--- config.mk ---
export PLATFORM = sky130hd
export DESIGN_NAME = elastic_memory_responder
export DESIGN_NICKNAME = d
export VERILOG_FILES = /design/src/rtl/elastic_memory_responder_pkg.sv /design/src/rtl/elastic_memory_responder_memory_array.sv /design/src/rtl/elastic_memory_responder.sv
export SDC_FILE = /design/constraint.sdc
export NUM_CORES = 2
export LEC_CHECK = 0
export CELL_PAD_IN_SITES_DETAIL_PLACEMENT = 1
export CELL_PAD_IN_SITES_GLOBAL_PLACEMENT = 1
export CORE_MARGIN = 3
export CORE_UTILIZATION = 35
export DETAILED_ROUTE_END_ITERATION = 10
export HOLD_SLACK_MARGIN = 0.05
export PLACE_DENSITY_LB_ADDON = 0.1
export SYNTH_ARGS = -nofsm -noshare
export SYNTH_HDL_FRONTEND = slang
export SYNTH_HIERARCHICAL = 1
export SYNTH_SLANG_ARGS = --single-unit
export TNS_END_PERCENT = 100
--- constraint.sdc ---
create_clock -name clk -period 7.3 [get_ports clk]
set_clock_uncertainty 0.1 [all_clocks]
set_input_delay 1.46 -clock clk [delete_from_list [all_inputs] [get_ports clk]]
set_output_delay 1.46 -clock clk [all_outputs]
set_load 0.02 [all_outputs]
--- src/rtl/elastic_memory_responder_pkg.sv ---
// Shared word/address widths and default read latency used by the memory responder and its storage.
package elastic_memory_responder_pkg;
  localparam int DATA_WIDTH        = 16;
  localparam int ADDRESS_WIDTH     = 10;
  localparam int LOAD_CYCLE        = 3;
  localparam int DEFAULT_MEM_DEPTH = 256;
endpackage

--- src/rtl/elastic_memory_responder_memory_array.sv ---
// Word storage with one write port and one combinational read port.
// Addresses at or above MEM_DEPTH are inert: writes are dropped and reads return zero.
module memory_array
  import elastic_memory_responder_pkg::*;
#(
  parameter int DATA_WIDTH    = elastic_memory_responder_pkg::DATA_WIDTH,
  parameter int ADDRESS_WIDTH = elastic_memory_responder_pkg::ADDRESS_WIDTH,
  parameter int MEM_DEPTH     = DEFAULT_MEM_DEPTH
) (
  input  logic                     clk,
  input  logic                     i_we,
  input  logic [ADDRESS_WIDTH-1:0] i_waddr,
  input  logic [DATA_WIDTH-1:0]    i_wdata,
  input  logic [ADDRESS_WIDTH-1:0] i_raddr,
  output logic [DATA_WIDTH-1:0]    o_rdata
);

  localparam int IDX_W = (MEM_DEPTH > 1) ? $clog2(MEM_DEPTH) : 1;
  localparam logic [ADDRESS_WIDTH:0] DEPTH_L = (ADDRESS_WIDTH + 1)'(MEM_DEPTH);

  logic [DATA_WIDTH-1:0] r_mem [MEM_DEPTH];
  logic                  w_wr_ok;
  logic                  w_rd_ok;

  // Range is checked on the full address so high bits never alias into the array.
  assign w_wr_ok = ({1'b0, i_waddr} < DEPTH_L);
  assign w_rd_ok = ({1'b0, i_raddr} < DEPTH_L);

  always_ff @(posedge clk) begin
    if (i_we && w_wr_ok) begin
      r_mem[i_waddr[IDX_W-1:0]] <= i_wdata;
    end
  end

  assign o_rdata = w_rd_ok ? r_mem[i_raddr[IDX_W-1:0]] : '0;

endmodule

--- src/rtl/elastic_memory_responder.sv ---
// Valid/stop memory responder: writes commit on accept; reads respond READ_CYCLE cycles after accept.
// req_stop holds off new requests until the pending response transfers; resp_data holds under resp_stop.
module elastic_memory_responder
  import elastic_memory_responder_pkg::*;
#(
  parameter int DATA_WIDTH    = elastic_memory_responder_pkg::DATA_WIDTH,
  parameter int ADDRESS_WIDTH = elastic_memory_responder_pkg::ADDRESS_WIDTH,
  parameter int MEM_DEPTH     = DEFAULT_MEM_DEPTH,
  parameter int READ_CYCLE    = elastic_memory_responder_pkg::LOAD_CYCLE
) (
  input  logic                     clk,
  input  logic                     reset,
  input  logic                     start_exec,
  input  logic                     init_write,
  input  logic [ADDRESS_WIDTH-1:0] init_address,
  input  logic [DATA_WIDTH-1:0]    init_data,
  input  logic                     req_valid,
  output logic                     req_stop,
  input  logic                     req_write,
  input  logic [ADDRESS_WIDTH-1:0] req_address,
  input  logic [DATA_WIDTH-1:0]    req_write_data,
  output logic                     resp_valid,
  input  logic                     resp_stop,
  output logic [DATA_WIDTH-1:0]    resp_data
);

  typedef enum logic [1:0] {
    ST_IDLE      = 2'd0,
    ST_READ_WAIT = 2'd1,
    ST_RESPOND   = 2'd2
  } state_t;

  localparam int CNT_W = (READ_CYCLE > 1) ? $clog2(READ_CYCLE) : 1;

  state_t                  r_state;
  state_t                  w_next_state;
  logic                    r_exec_en;
  logic [CNT_W-1:0]        r_cnt;
  logic [DATA_WIDTH-1:0]   r_rdata;

  logic                    w_req_stop;
  logic                    w_resp_valid;
  logic                    w_req_fire;
  logic                    w_resp_fire;
  logic                    w_rd_fire;
  logic                    w_wr_fire;
  logic                    w_init_we;
  logic                    w_mem_we;
  logic [ADDRESS_WIDTH-1:0] w_mem_waddr;
  logic [DATA_WIDTH-1:0]   w_mem_wdata;
  logic [DATA_WIDTH-1:0]   w_mem_rdata;

  assign w_req_fire  = req_valid & ~w_req_stop;
  assign w_resp_fire = w_resp_valid & ~resp_stop;
  assign w_rd_fire   = w_req_fire & ~req_write;
  assign w_wr_fire   = w_req_fire & req_write;

  always_ff @(posedge clk) begin
    if (reset) begin
      r_exec_en <= 1'b0;
    end else if (start_exec) begin
      r_exec_en <= 1'b1;
    end
  end

  // State register
  always_ff @(posedge clk) begin
    if (reset) begin
      r_state <= ST_IDLE;
    end else begin
      r_state <= w_next_state;
    end
  end

  // Next-state logic
  always_comb begin
    w_next_state = r_state;
    case (r_state)
      ST_IDLE: begin
        if (w_rd_fire) begin
          w_next_state = (READ_CYCLE == 1) ? ST_RESPOND : ST_READ_WAIT;
        end
      end
      ST_READ_WAIT: begin
        if (r_cnt == CNT_W'(1)) begin
          w_next_state = ST_RESPOND;
        end
      end
      ST_RESPOND: begin
        if (w_resp_fire) begin
          w_next_state = ST_IDLE;
        end
      end
      default: w_next_state = ST_IDLE;
    endcase
  end

  // Output logic
  always_comb begin
    w_req_stop   = 1'b1;
    w_resp_valid = 1'b0;
    case (r_state)
      ST_IDLE:    w_req_stop   = ~r_exec_en;
      ST_RESPOND: w_resp_valid = 1'b1;
      default: begin
        w_req_stop   = 1'b1;
        w_resp_valid = 1'b0;
      end
    endcase
  end

  // Read word is captured at accept so later writes cannot disturb the pending response.
  always_ff @(posedge clk) begin
    if (reset) begin
      r_cnt   <= '0;
      r_rdata <= '0;
    end else if (w_rd_fire) begin
      r_cnt   <= CNT_W'(READ_CYCLE - 1);
      r_rdata <= w_mem_rdata;
    end else if (r_state == ST_READ_WAIT && r_cnt != '0) begin
      r_cnt <= r_cnt - CNT_W'(1);
    end
  end

  // Preload and request writes never overlap: requests are only accepted once execution is enabled.
  assign w_init_we   = init_write & ~r_exec_en;
  assign w_mem_we    = w_init_we | w_wr_fire;
  assign w_mem_waddr = w_init_we ? init_address : req_address;
  assign w_mem_wdata = w_init_we ? init_data : req_write_data;

  memory_array #(
    .DATA_WIDTH    (DATA_WIDTH),
    .ADDRESS_WIDTH (ADDRESS_WIDTH),
    .MEM_DEPTH     (MEM_DEPTH)
  ) u_memory_array (
    .clk     (clk),
    .i_we    (w_mem_we),
    .i_waddr (w_mem_waddr),
    .i_wdata (w_mem_wdata),
    .i_raddr (req_address),
    .o_rdata (w_mem_rdata)
  );

  assign req_stop   = w_req_stop;
  assign resp_valid = w_resp_valid;
  assign resp_data  = r_rdata;

endmodule

==> impl_metrics.toml <==
[synthesis]
synth_top_family_by_area = "multiplexers"
synthMuxAreaShare_pct = 14.7
yosys.area_share.simple_pct = 2.94
syn-num-nets = 7628
synth_area_leaders = "edfxtp_1, mux4_2, mux2i_1"
synth_compound_area_share_pct = 3.15
ys_seq_elements = 4117
synthXorXnorAreaFrac_pct = 0.00548
netlist_area_um2 = 160000
synth_cell_type_count = 77
ys_warn_count = 6
synth-seq-area-share_pct = 77.2
synthAdderAreaFrac_pct = 0.0157
synth_area_per_cell_um2 = 21.1
synth_cells = 7567
yosysMostFrequentCell = "edfxtp_1"
synth_area_leader_cell = "edfxtp_1"
async_flop_share_pct = 0
synth_top_area_share_pct = 77.0
synth_edf_count = 4096
ys.flop_type = "edfxtp_1"
synthTopCellsByCount = "edfxtp_1, mux4_2, mux2i_1"

[clock_network]
clock_latency_ps = 1020
path_clk_slew_ps = 60
cts_buffers = 449
cts_resized = 0
clock_path_buffers = 4
post_cts_buffers = 0
cts_hold_buf = 0
cts_htree_levels = 5
cts.sink_count = 4117
cts_tree = "done"
cts_root_buffer = "clkbuf_16"

[global_routing]
grt_pass1_vias = 84500
grt_usage_pct = 23.5
grt_max_degree = 133
grt_overflow = 0
antenna_found_initial = 66
grt_pass1_wl_um = 749000

[floorplanning]
dieArea_um2 = 465000
pin_count = 77
die_w_um = 682
rows = 247
die_h_um = 682
core_um2 = 454000
start_util_pct = 35.2

[cells_and_area]
syn_to_final_growth_pct = 15.7
final_nets = 8242
utilization_pct = 40.7
drive_gt1_share_pct = 25.1
layout.cells.non_filler = 14500

[timing]
period_share_pct = 76.8
worst_pin_slew_ps = 1470
fin_ws_ps = 1690
slew_headroom_pct = 1.91
fmax_mhz = 178
hold_viol = 0
finalCriticalPeriod_ps = 5610
totalNegativeSetupSlack_ps = 0
drv_slew = 0
rsz0062_at_grt = "false"
hold_ws_ps = 382
setup_viol = 0

[worst_hold_path]
worstHoldStart = "resp_data[4]$_SDFFE_PP0P_"
hold_path_class = "reg -> reg"

[power]
power_density_nw_per_um2 = 281
ir_drop_mv = 0.189
total_leakage_power_uw = 0.0579

[routing]
dr_total_vias = 83500
drc = 0
drtIter0Drc = 11600
drt-total-wl_um = 555000
vias_per_cell = 5.74
ant_nets = 0
drt-pass1-iter-count = 5
routedWlPerCell_um = 38.1

[setup_path]
critPathKind = "in -> reg"
cp.required_ps = 7800
reg2reg_from = "r_exec_en$_SDFFE_PP0P_"
crit_path_start = "init_write"
cp.arrival_ps = 6110
cp-start-kind = "input port"
critPathMaxFanout = 16
end_kind = "flop"

[flow_run]
drv_cap = 0

[place]
dp_slack_ps = 739
dp.cells = 13700
portBuffers = 76
dp_hpwl_um = 358000
place.gp.congestion = 0.846

[run_status]
status = "finished clean"
## flip-flops by register name, summed over array words and instances, names as in the netlist
register / count
u_memory_array/r_mem: 4096
r_cnt: 2
r_exec_en: 1
r_state: 2
resp_data: 16
## area by class of cell
class	instances	area, um^2
multi-input combinational	2989	33800
fill	42400	269000
sequential	4117	123000
clock inverter	265	2680
inverter	5	26.3
tap	5976	7480
timing repair buffer	619	5520
clock buffer	560	11900
antenna	17	42.5
## metal layers
layer | track usage, % | vias up | routed length [um]
met2 | 37.3 | 3263 | 259000
met5 | 0 | - | 35
li1 | - | 33100 | -
met3 | 3.45 | 575 | 37500
met4 | 5.57 | 6 | 14500
met1 | 34.3 | 46500 | 243000
## where the power goes
group	leakage (uW)	switching, uW	internal (uW)
clock network	0.00710	9510	13200
logic	0.0138	2190	817
registers	0.0370	6.98	26300
total	0.0579	11700	40300
## worst max-delay path, cell delays in order
cell and delay (ps):
clkdlybuf4s50_1 500, nand2b_4 280, mux2_1 610, nor3b_1 420, nand2_1 120, nor2_1 380
nand3_2 830, buf_4 530, nor2_2 790
## metrics by stage
stage / area (um^2) / power (uW)
after detailed placement: 170000 / 29800
after floorplan: 160000 / 28400
after global routing: 185000 / 53500
after global placement: 170000 / 29800
final: 185000 / 52000
after CTS: 185000 / 52500
## kinds of logic after synthesis
kind of cell	after synthesis
flip-flops	4117
AND/OR/NAND/NOR	949
AO/OA/AOI/OAI	712
XOR/XNOR	1
adder cells (fa/ha/maj)	2
buffers and inverters	461
multiplexers	1325
## worst paths after layout
path                                                  end  slack, ps  cells after the start
setup / recovery  u_memory_array/r_mem[174][12]$_DFFE_PP_       1690                      9
hold / removal                  resp_data[4]$_SDFFE_PP0P_        380                      2
setup reg to reg  u_memory_array/r_mem[174][12]$_DFFE_PP_       2180                      8
hold reg to reg                 resp_data[4]$_SDFFE_PP0P_        380                      2
## layout by cell type, fill, tap and decap left out, types with 43 or more instances in the layout
| cell | synthesis | final |
|---|---|---|
| a211oi_1 | 44 | 44 |
| a21oi_1 | 56 | 56 |
| a22oi_1 | 76 | 76 |
| buf_12 | 20 | 53 |
| buf_4 | 33 | 490 |
| bufinv_16 | 0 | 48 |
| clkbuf_1 | 164 | 97 |
| clkbuf_16 | 0 | 457 |
| clkdlybuf4s50_1 | 0 | 69 |
| clkinv_1 | 1 | 110 |
| clkinv_2 | 0 | 76 |
| edfxtp_1 | 4096 | 4096 |
| mux2i_1 | 466 | 466 |
| mux4_2 | 793 | 793 |
| nand2_1 | 92 | 81 |
| nand2b_1 | 45 | 43 |
| nand3_1 | 75 | 70 |
| nand4_1 | 43 | 43 |
| nor2_1 | 361 | 293 |
| nor2_2 | 0 | 66 |
| nor3_1 | 120 | 118 |
| nor4_1 | 53 | 51 |
| o21ai_0 | 104 | 104 |
| o221ai_1 | 97 | 97 |
| o22ai_1 | 214 | 214 |
| or3_1 | 66 | 66 |
Power figures use the tool's default switching activity.
